File: config.mk
export PLATFORM = sky130hd
export DESIGN_NAME = alu_multicycle
export DESIGN_NICKNAME = d
export VERILOG_FILES = /design/src/rtl/alu_pkg.sv /design/src/rtl/alu_seq_divider.sv /design/src/rtl/alu_multicycle.sv
export SDC_FILE = /design/constraint.sdc
export NUM_CORES = 1
export LEC_CHECK = 0
export BUFFER_PORTS_ARGS = -buffer_cell sky130_fd_sc_hd__buf_2
export CORE_ASPECT_RATIO = 2
export CORE_MARGIN = 2
export CORE_UTILIZATION = 55
export DETAILED_ROUTE_END_ITERATION = 8
export HOLD_SLACK_MARGIN = 0.05
export PLACE_DENSITY_LB_ADDON = 0.12
export SYNTH_ARGS = -nofsm -noshare
export SYNTH_HDL_FRONTEND = slang
export SYNTH_SLANG_ARGS = --single-unit
File: constraint.sdc
create_clock -name clk -period 4.5 [get_ports clk]
set_input_delay 0.675 -clock clk [delete_from_list [all_inputs] [get_ports clk]]
set_output_delay 0.675 -clock clk [all_outputs]
set_load 0.1 [all_outputs]
File: src/rtl/alu_pkg.sv
// alu_pkg: shared definitions for the multi-cycle RISC-V ALU.
//   - 4-bit opcode encodings (ADD/SUB/LUI/OR keep their legacy codes)
//   - FSM state encoding used by alu_multicycle
//   - is_multicycle(): true for opcodes that need the iterative datapath
package alu_pkg;

    localparam logic [3:0] OP_ADD  = 4'b0000;
    localparam logic [3:0] OP_SUB  = 4'b0001;
    localparam logic [3:0] OP_LUI  = 4'b0010;
    localparam logic [3:0] OP_OR   = 4'b0011;
    localparam logic [3:0] OP_AND  = 4'b0100;
    localparam logic [3:0] OP_XOR  = 4'b0101;
    localparam logic [3:0] OP_SLL  = 4'b0110;
    localparam logic [3:0] OP_SRL  = 4'b0111;
    localparam logic [3:0] OP_SRA  = 4'b1000;
    localparam logic [3:0] OP_SLT  = 4'b1001;
    localparam logic [3:0] OP_SLTU = 4'b1010;
    localparam logic [3:0] OP_MUL  = 4'b1011;
    localparam logic [3:0] OP_DIV  = 4'b1100;
    localparam logic [3:0] OP_DIVU = 4'b1101;
    localparam logic [3:0] OP_REM  = 4'b1110;
    localparam logic [3:0] OP_REMU = 4'b1111;

    typedef enum logic [2:0] {
        ST_IDLE,
        ST_MUL,
        ST_DIV,
        ST_FIX,
        ST_DONE
    } state_t;

    // MUL and the four divide-class opcodes occupy the top of the code space.
    function automatic logic is_multicycle(input logic [3:0] op);
        return op >= OP_MUL;
    endfunction

endpackage

File: src/rtl/alu_seq_divider.sv
// alu_seq_divider: unsigned restoring divider, one quotient bit per cycle.
//   clk, reset     : clock, asynchronous active-low reset
//   start          : load dividend/divisor and begin (WIDTH iterations)
//   dividend       : unsigned dividend
//   divisor        : unsigned divisor (must be non-zero; caller filters zero)
//   done           : one-cycle pulse once quotient/remainder are final
//   quotient       : unsigned quotient
//   remainder      : unsigned remainder
module alu_seq_divider #(
    parameter int WIDTH = 32
) (
    input  logic             clk,
    input  logic             reset,
    input  logic             start,
    input  logic [WIDTH-1:0] dividend,
    input  logic [WIDTH-1:0] divisor,
    output logic             done,
    output logic [WIDTH-1:0] quotient,
    output logic [WIDTH-1:0] remainder
);

    localparam int CNT_W = $clog2(WIDTH);

    logic [WIDTH-1:0] den;
    logic [CNT_W-1:0] cnt;
    logic             running;
    logic [WIDTH:0]   partial;
    logic [WIDTH:0]   diff;

    // The quotient register doubles as the dividend shift register: its MSB
    // is shifted into the partial remainder each step. Because the partial
    // remainder is always below 2*divisor, the top bit of the trial
    // subtraction is exactly the borrow (partial < divisor).
    assign partial = {remainder, quotient[WIDTH-1]};
    assign diff    = partial - {1'b0, den};

    always_ff @(posedge clk or negedge reset) begin
        if (!reset) begin
            den       <= '0;
            cnt       <= '0;
            running   <= 1'b0;
            done      <= 1'b0;
            quotient  <= '0;
            remainder <= '0;
        end else begin
            done <= 1'b0;
            if (start) begin
                quotient  <= dividend;
                remainder <= '0;
                den       <= divisor;
                cnt       <= '0;
                running   <= 1'b1;
            end else if (running) begin
                if (diff[WIDTH]) begin
                    remainder <= partial[WIDTH-1:0];
                    quotient  <= {quotient[WIDTH-2:0], 1'b0};
                end else begin
                    remainder <= diff[WIDTH-1:0];
                    quotient  <= {quotient[WIDTH-2:0], 1'b1};
                end
                cnt <= cnt + 1'b1;
                if (cnt == CNT_W'(WIDTH - 1)) begin
                    running <= 1'b0;
                    done    <= 1'b1;
                end
            end
        end
    end

endmodule

File: src/rtl/alu_multicycle.sv
// alu_multicycle: parametrised RISC-V ALU with single-cycle and iterative ops.
//   clk, reset       : clock, asynchronous active-low reset
//   start_i          : request, accepted only while busy_o is low
//   ALU_Operation_i  : 4-bit opcode (see alu_pkg)
//   A_i, B_i         : operands, captured at the accept edge
//   busy_o           : high while a MUL/DIV-class op is in flight
//   done_o           : one-cycle pulse when ALU_Result_o/Zero_o update
//   Zero_o           : registered (ALU_Result_o == 0)
//   ALU_Result_o     : registered result, held until the next done_o
module alu_multicycle
    import alu_pkg::*;
#(
    parameter int WIDTH   = 32,
    parameter int SHAMT_W = $clog2(WIDTH)
) (
    input  logic             clk,
    input  logic             reset,
    input  logic             start_i,
    input  logic [3:0]       ALU_Operation_i,
    input  logic [WIDTH-1:0] A_i,
    input  logic [WIDTH-1:0] B_i,
    output logic             busy_o,
    output logic             done_o,
    output logic             Zero_o,
    output logic [WIDTH-1:0] ALU_Result_o
);

    localparam int CNT_W = $clog2(WIDTH);
    localparam logic [WIDTH-1:0] MOST_NEG = {1'b1, {(WIDTH-1){1'b0}}};

    state_t           state;
    logic             accept;
    logic             div_class;
    logic             signed_div;
    logic             div_zero;
    logic             sgn_ovf;
    logic             fast;
    logic             div_start;
    logic [SHAMT_W-1:0] shamt;
    logic [WIDTH-1:0] fast_result;
    logic [WIDTH-1:0] a_mag;
    logic [WIDTH-1:0] b_mag;
    logic [WIDTH-1:0] mul_acc;
    logic [WIDTH-1:0] mul_mcand;
    logic [WIDTH-1:0] mul_mplier;
    logic [WIDTH-1:0] mul_next;
    logic [CNT_W-1:0] iter_cnt;
    logic             negate;
    logic             want_rem;
    logic             div_done;
    logic [WIDTH-1:0] div_quot;
    logic [WIDTH-1:0] div_rem;
    logic [WIDTH-1:0] fix_raw;
    logic [WIDTH-1:0] fix_result;

    assign accept     = start_i && !busy_o;
    assign div_class  = (ALU_Operation_i[3:2] == 2'b11);
    assign signed_div = (ALU_Operation_i == OP_DIV) || (ALU_Operation_i == OP_REM);
    assign div_zero   = (B_i == '0);
    assign sgn_ovf    = signed_div && (A_i == MOST_NEG) && (B_i == '1);
    // Divide special cases resolve at accept time, like the simple ops.
    assign fast       = !is_multicycle(ALU_Operation_i) || (div_class && (div_zero || sgn_ovf));
    assign div_start  = accept && div_class && !fast;
    assign shamt      = B_i[SHAMT_W-1:0];
    assign a_mag      = (signed_div && A_i[WIDTH-1]) ? -A_i : A_i;
    assign b_mag      = (signed_div && B_i[WIDTH-1]) ? -B_i : B_i;
    assign mul_next   = mul_acc + (mul_mplier[0] ? mul_mcand : '0);
    assign fix_raw    = want_rem ? div_rem : div_quot;
    assign fix_result = negate ? -fix_raw : fix_raw;

    // Result for every op that completes at the accept edge, including the
    // divide-by-zero and signed-overflow cases of the divide class.
    always_comb begin
        fast_result = '0;
        case (ALU_Operation_i)
            OP_ADD:  fast_result = A_i + B_i;
            OP_SUB:  fast_result = A_i - B_i;
            OP_LUI:  fast_result = B_i;
            OP_OR:   fast_result = A_i | B_i;
            OP_AND:  fast_result = A_i & B_i;
            OP_XOR:  fast_result = A_i ^ B_i;
            OP_SLL:  fast_result = A_i << shamt;
            OP_SRL:  fast_result = A_i >> shamt;
            OP_SRA:  fast_result = $unsigned($signed(A_i) >>> shamt);
            OP_SLT:  fast_result = {{(WIDTH-1){1'b0}}, ($signed(A_i) < $signed(B_i))};
            OP_SLTU: fast_result = {{(WIDTH-1){1'b0}}, (A_i < B_i)};
            OP_DIV, OP_DIVU: fast_result = div_zero ? '1 : A_i;
            OP_REM, OP_REMU: fast_result = div_zero ? A_i : '0;
            default: fast_result = '0;
        endcase
    end

    alu_seq_divider #(.WIDTH(WIDTH)) u_divider (
        .clk       (clk),
        .reset     (reset),
        .start     (div_start),
        .dividend  (a_mag),
        .divisor   (b_mag),
        .done      (div_done),
        .quotient  (div_quot),
        .remainder (div_rem)
    );

    // Control FSM. DONE behaves like IDLE for accepting a new request, so
    // single-cycle ops can issue back to back; after a multi-cycle op busy_o
    // is still high during DONE, which blocks acceptance for that one cycle.
    // The shared iteration counter paces both MUL and DIV so that the state
    // leaves DIV on the same edge the divider produces its last bit.
    always_ff @(posedge clk or negedge reset) begin
        if (!reset) begin
            state        <= ST_IDLE;
            busy_o       <= 1'b0;
            done_o       <= 1'b0;
            Zero_o       <= 1'b1;
            ALU_Result_o <= '0;
            mul_acc      <= '0;
            mul_mcand    <= '0;
            mul_mplier   <= '0;
            iter_cnt     <= '0;
            negate       <= 1'b0;
            want_rem     <= 1'b0;
        end else begin
            case (state)
                ST_IDLE, ST_DONE: begin
                    done_o <= 1'b0;
                    busy_o <= 1'b0;
                    state  <= ST_IDLE;
                    if (accept) begin
                        iter_cnt <= '0;
                        if (fast) begin
                            ALU_Result_o <= fast_result;
                            Zero_o       <= (fast_result == '0);
                            done_o       <= 1'b1;
                            state        <= ST_DONE;
                        end else if (ALU_Operation_i == OP_MUL) begin
                            mul_acc    <= '0;
                            mul_mcand  <= A_i;
                            mul_mplier <= B_i;
                            busy_o     <= 1'b1;
                            state      <= ST_MUL;
                        end else begin
                            // Quotient is negative when signs differ; the
                            // remainder follows the sign of the dividend.
                            want_rem <= ALU_Operation_i[1];
                            negate   <= signed_div &&
                                        (ALU_Operation_i[1] ? A_i[WIDTH-1]
                                                            : (A_i[WIDTH-1] ^ B_i[WIDTH-1]));
                            busy_o   <= 1'b1;
                            state    <= ST_DIV;
                        end
                    end
                end
                ST_MUL: begin
                    iter_cnt   <= iter_cnt + 1'b1;
                    mul_acc    <= mul_next;
                    mul_mcand  <= mul_mcand << 1;
                    mul_mplier <= mul_mplier >> 1;
                    if (iter_cnt == CNT_W'(WIDTH - 1)) begin
                        ALU_Result_o <= mul_next;
                        Zero_o       <= (mul_next == '0);
                        done_o       <= 1'b1;
                        state        <= ST_DONE;
                    end
                end
                ST_DIV: begin
                    iter_cnt <= iter_cnt + 1'b1;
                    if (iter_cnt == CNT_W'(WIDTH - 1)) begin
                        state <= ST_FIX;
                    end
                end
                ST_FIX: begin
                    if (div_done) begin
                        ALU_Result_o <= fix_result;
                        Zero_o       <= (fix_result == '0);
                        done_o       <= 1'b1;
                        state        <= ST_DONE;
                    end
                end
                default: begin
                    busy_o <= 1'b0;
                    done_o <= 1'b0;
                    state  <= ST_IDLE;
                end
            endcase
        end
    end

endmodule

==> impl_metrics.ini, run 1 <==
[synthesis]
synth_edf_count = 0
syn_area_per_cell_um2 = 7.674
synthArstFlopShare = 1.000
ys_seq_area_frac = 0.2178
yosys_warnings = 0
syn_inst = 3653
synth_top_area_frac = 0.2169
synth_flop_cell = dfrtp_1
syn_area_mm2 = 0.02803
yosys.area.top_type = dfrtp_1
yosys_register_bits = 244
synth_cell_type_count = 107
syn_nets = 3909
synth_common_cells = nand2_1, nor2_1, dfrtp_1, o21ai_0, a21oi_1
synth.most_common_cell = nand2_1
yosys-top-cells-area = dfrtp_1, ha_1, nand2_1, mux2i_1, nor2_1

[placed_design]
place_congestion = 1.263
port_buffers = 105
dp_hpwl_um = 125800
post-place-cells = 4826
pre_cts_ws_ns = -0.5190

[grt]
grt_usage = 0.7015
overflow = 141
grt_pass1_wl_um = 273300
first_global_vias = 38450
grt_max_degree = 125

[floorplan]
start_util = 0.5535
die_x_um = 163.6
fp-row-count = 117
ios = 106
die_y_um = 323.3

[clock_network]
cts_setup_buffers = 0
cts_root_buffer = clkbuf_16
cts_buffers = 22
clockBufferDepth = 3
clock_sinks = 244
cts.htree.levels = 1

[status]
haltStage = 5_1_grt
first-error = [ERROR GRT-0116] Global routing finished with congestion. Check the congestion regions in the DRC Viewer.
status = stopped before the end
## repair_timing
item / in CTS
gates resized for setup: 7
hold buffers: 0
setup endpoints to repair: 4
pin swaps: 0
## through the flow
stage | instance area [um2] | hold WS (ns)
detailed placement | 33710 | 0.4705
floorplan | 28080 | 0.3794
CTS | 34600 | 0.1922
global placement | 33710 | 0.4565
## logic make-up after synthesis
family                     Yosys count  synth area share
buffers and inverters              441           0.06391
xor gates and xnor gates           164           0.05150
adders and majority gates          187           0.08435
muxes                              242            0.1117
DFF                                244            0.2178
and+or+nand+nor                   1285            0.2118
AOI/OAI and AO/OA                 1090            0.2589
## metal layers
layer  global-route usage  GRT overflow
met5               0.1032             0
met4               0.7556            74
met1               0.6926             0
met3               0.4602             1
met2               0.9205            66
==> run 2: changes to the inputs <==
- CORE_ASPECT_RATIO: 2 -> unset
- CORE_UTILIZATION: 55 -> 40
- HOLD_SLACK_MARGIN: 0.05 -> unset
- PLACE_DENSITY_LB_ADDON: 0.12 -> 0.15
- clock period: 4.5 -> 5.9 ns (I/O delays scaled with it)
==> impl_metrics.ini, run 2 <==
[routing]
wl_per_cell_um = 29.96
vias = 30060
vias_per_cell = 6.468
finalWirelength_um = 139200
dr.pass1.iters = 6
antenna_left = 0
drc = 0
drtIter0Drc = 3923

[sta]
worst_hold_slack_ns = 0.2511
worst_pin_slew_ns = 1.386
rsz0062_at_grt = no
fin_crit_ns = 5.279
setup_violations = 0
slew_headroom = 0.07442
setup_slack_ns = 0.6212
max_freq_mhz = 189.4
skew_ns = 0.02983
finalCritPeriodShare = 0.8947
finalHoldViolations = 0
maxSlewViolCount = 0

[clock_network]
cts.htree.levels = 2
cts_buffers = 34
cts_root_buffer = clkbuf_16
cts_tree = done
cts_resized = 0
clkTransAtPathRegs_ns = 0.06
clk_latency_ns = 0.56
clock_sinks = 244
clockBufferDepth = 3
cts_setup_buffers = 0
hold_buffers = 0

[synthesis]
yosys_warnings = 0
syn_nets = 3909
yosys_register_bits = 244
synth_cell_type_count = 107
synth_edf_count = 0
synth.most_common_cell = nand2_1
syn_inst = 3653
synth_common_cells = nand2_1, nor2_1, dfrtp_1, o21ai_0, a21oi_1
synth_top_area_frac = 0.2169
ys_seq_area_frac = 0.2178
yosys.area.top_type = dfrtp_1
synthArstFlopShare = 1.000
yosys-top-cells-area = dfrtp_1, ha_1, nand2_1, mux2i_1, nor2_1
syn_area_per_cell_um2 = 7.674
syn_area_mm2 = 0.02803
synth_flop_cell = dfrtp_1

[placed_design]
pre_cts_ws_ns = 0.3231
dp_hpwl_um = 106400
port_buffers = 105
place_congestion = 1.066

[grt]
antenna_found_initial = 8
grt_pass1_wl_um = 200200
overflow = 0
grt_max_degree = 126
first_global_vias = 27880
grt_usage = 0.3806

[flow_run]
cap_violations = 0

[floorplan]
core_mm2 = 0.06966
die_x_um = 268.7
die_area_mm2 = 0.07222
ios = 106
fp-row-count = 97
die_y_um = 268.7
start_util = 0.4024

[worst_setup_path]
start_kind = input port
cp_data_required_time_ns = 6.38
r2r_cells = 14
cp-end-kind = flip-flop
critPathKind = input port to flip-flop
critical_path.max_fanout = 5
arrival_ns = 5.76

[layout]
nNetsFinal = 3936
syn_to_final_growth_pct = 11.04
drive_above_1_share = 0.1338
final_common_cell = nand2_1
layout_common_cells = nand2_1, nor2_1, dfrtp_1, o21ai_0, a21oi_1
n_fill_cell = 7340

[status]
status = completed

[power_and_ir_drop]
ir_drop_mv = 0.5336
p_leak_uw = 0.01337
power_density_mw_per_mm2 = 496.7

[hold_path]
hp-class = input port to async pin
-- run 2: cell counts after synthesis --
Identical to the previous run, type by type.
-- run 2: final timing paths --
path	endpoint	startpoint	slack, ns
max in group asynchronous	mul_mplier[26]$_DFFE_PN0P_	reset	4.44
worst max-delay path	Zero_o$_DFFE_PN1P_	A_i[0]	0.62
worst min-delay path	mul_acc[27]$_DFFE_PN0P_	reset	0.25
worst max register to register	Zero_o$_DFFE_PN1P_	mul_mplier[0]$_DFFE_PN0P_	1.06
min in group clk	ALU_Result_o[8]$_DFFE_PN0P_	ALU_Result_o[8]$_DFFE_PN0P_	0.47
worst min register to register	ALU_Result_o[8]$_DFFE_PN0P_	ALU_Result_o[8]$_DFFE_PN0P_	0.47
-- run 2: worst max-delay path, cell delays in order --
cell	delay [ns]
buf_2	0.10
inv_1	0.39
ha_1	0.28
fa_1	0.21
nor2_1	0.08
o221ai_1	0.36
a211oi_1	0.16
a221oi_1	0.68
o22a_1	0.22
a21oi_1	0.08
a2111oi_0	0.48
buf_4	0.21
nand4_1	0.08
nor4_1	0.68
buf_4	0.23
nand3_1	0.12
nor4_1	0.32
a31o_1	0.19
-- run 2: cells by family after synthesis --
group | count (synthesis) | synth area share
AOI/OAI and AO/OA | 1090 | 0.2589
xor gates and xnor gates | 164 | 0.05150
adders and majority gates | 187 | 0.08435
buffers and inverters | 441 | 0.06391
DFF | 244 | 0.2178
muxes | 242 | 0.1117
and+or+nand+nor | 1285 | 0.2118
-- run 2: per-layer routing --
metal  vias up  GRT usage  wire length, um
met5         -          0              116
li1      13410          -                -
met2      1736     0.5517            57650
met1     14520     0.5206            58440
met4        12     0.2266             9760
met3       382    0.07753            13250
-- run 2: per-stage QoR --
| stage | util | setup TNS (ns) | instance area (um2) | power [uW] | cells |
|---|---|---|---|---|---|
| after floorplan | - | 0 | 28030 | 10220 | 3653 |
| final | 0.4468 | 0 | 31130 | 15460 | 4647 |
| after CTS | 0.4468 | 0 | 31130 | 15380 | 4646 |
| after detailed placement | 0.4305 | 0 | 29990 | 13220 | 4584 |
| after global routing | 0.4468 | 0 | 31130 | 16540 | 4646 |
| after global placement | 0.4303 | -0.1291 | 29980 | 13190 | 4583 |
-- run 2: final cells by class --
type | count | area [um2] | area share
antenna | 1 | 2.502 | 0.00008039
sequential | 244 | 6112 | 0.1964
inverter | 161 | 604.3 | 0.01941
timing repair buffer | 271 | 1864 | 0.05989
tap | 940 | 1176 | 0.03778
clock inverter | 14 | 152.6 | 0.004904
clock buffer | 48 | 983.4 | 0.03159
multi-input combinational | 2968 | 20230 | 0.6500
-- run 2: where the power goes --
group | internal, uW | leakage, uW | total, uW | switching [uW]
combinational | 3600 | 0.00994 | 9900 | 6300
sequential | 2510 | 0.00288 | 3460 | 954
clock | 1260 | 0.000554 | 2100 | 841
Note: power is estimated with default switching activity, not from simulation.
==> run 3: changes to the inputs <==
- clock period: 5.9 -> 5.5 ns (I/O delays scaled with it)
==> impl_metrics.ini, run 3 (synthesized netlist as in run 2, its figures left out) <==
[flow_run]
cap_violations = 0

[layout]
final_cells = 4705
final_common_cell = nand2_1
nNetsFinal = 3993
syn_to_final_growth_pct = 12.55
layout_common_cells = nand2_1, nor2_1, dfrtp_1, o21ai_0, buf_4
finish.instance_area_mm2 = 0.03155
drive_above_1_share = 0.1460

[worst_setup_path]
regToRegEndpoint = Zero_o$_DFFE_PN1P_
start_kind = input port
r2r_start = mul_mplier[0]$_DFFE_PN0P_
arrival_ns = 5.78
critical_path.max_fanout = 4
cp-end-kind = flip-flop
cp_data_required_time_ns = 6.01
r2r_slack_ns = 0.46
critPathKind = input port to flip-flop
r2r_cells = 15

[floorplan]
die_y_um = 268.7
die_area_mm2 = 0.07222
core_mm2 = 0.06966
start_util = 0.4024
fp-row-count = 97
die_x_um = 268.7
ios = 106

[clock_network]
cts_resized = 0
cts_tree = done
clkTransAtPathRegs_ns = 0.06
clock_sinks = 244
clockBufferDepth = 3
cts_buffers = 31
cts_root_buffer = clkbuf_16
hold_buffers = 0
cts.htree.levels = 1
cts_setup_buffers = 0
clk_latency_ns = 0.65

[grt]
grt_max_degree = 125
overflow = 0
grt_usage = 0.3935
grt_pass1_wl_um = 206400
first_global_vias = 28370
antenna_found_initial = 6

[placed_design]
post-place-cells = 4644
dpl-instance-area_mm2 = 0.03046
dp_hpwl_um = 112000
place_congestion = 1.077
port_buffers = 105

[status]
status = completed

[sta]
finalHoldViolations = 0
skew_ns = 0.08512
fin_crit_ns = 5.266
setup_violations = 0
rsz0062_at_grt = no
finalCritPeriodShare = 0.9575
maxSlewViolCount = 0
slew_headroom = 0.1247
worst_pin_slew_ns = 1.310
max_freq_mhz = 189.9

[routing]
dr.pass1.iters = 8
drtIter0Drc = 4115
antenna_left = 0
wl_per_cell_um = 30.84
drc = 0
vias_per_cell = 6.502
vias = 30590
finalWirelength_um = 145100

[power_and_ir_drop]
p_leak_uw = 0.01365
ir_drop_mv = 0.4950
power_density_mw_per_mm2 = 531.0

[hold_path]
hp-class = input port to async pin
==> run 3: cell count changes in the layout (fill, tap and decap cells not counted), sizes merged <==
cell	change
buf	+60
clkbuf	-6
diode	+4
bufinv	+3
clkinvlp	-2
inv	-1
==> run 3: worst max-delay path by stage <==
stage	slack (ns)	from	endpoint	cells past startpoint
after floorplan	0.37	B_i[2]	Zero_o$_DFFE_PN1P_	20
after global placement	-0.37	A_i[19]	Zero_o$_DFFE_PN1P_	15
after detailed placement	-0.04	A_i[19]	Zero_o$_DFFE_PN1P_	15
after CTS	0.48	mul_mplier[0]$_DFFE_PN0P_	Zero_o$_DFFE_PN1P_	15
after global routing	0.04	A_i[1]	Zero_o$_DFFE_PN1P_	17
final	0.23	A_i[19]	Zero_o$_DFFE_PN1P_	15
==> run 3: power by group <==
group,internal [uW],switching (uW)
Combinational,3960,6870
Sequential,2690,998
Clock,1340,895
==> run 3: layout make-up <==
class	instances	area, um2
fill	7222	38110
tap	940	1176
multi-input combinational	2968	20220
timing repair buffer	331	2340
clock buffer	42	867.1
clock inverter	14	219.0
inverter	161	604.3
antenna	5	12.51
sequential	244	6112
==> run 3: metrics by stage <==
step | hold WS [ns] | total power [uW] | TNS [ns] | utilization | worst slack [ns]
global placement | 0.4577 | 14320 | -0.3667 | 0.4372 | -0.3667
global route | 0.2251 | 17850 | 0 | 0.4528 | 0.04111
finish | 0.1795 | 16750 | 0 | 0.4529 | 0.2337
floorplan | 0.4484 | 10970 | 0 | - | 0.3653
CTS | 0.1920 | 16630 | 0 | 0.4528 | 0.4788
detailed placement | 0.4645 | 14340 | -0.04320 | 0.4372 | -0.04320
==> run 3: worst max-delay path, stage by stage <==
cell       delay, ns
buf_2           0.10
inv_1           0.38
ha_1            0.34
or4_1           0.56
or4_1           0.58
a2111oi_2       0.33
nor3_1          0.14
o311ai_1        0.17
nor2_1          0.08
a211oi_1        0.22
a31oi_1         0.07
a2111oi_1       1.10
nand3_1         0.37
nor4_1          0.33
a31o_1          0.19
==> run 3: metal layers <==
layer	track usage	vias to the layer above	wire length [um]
li1	-	13530	-
met1	0.5438	14870	60850
met2	0.5828	1811	60600
met3	0.06329	384	13560
met4	0.2201	6	10060
met5	0	-	39
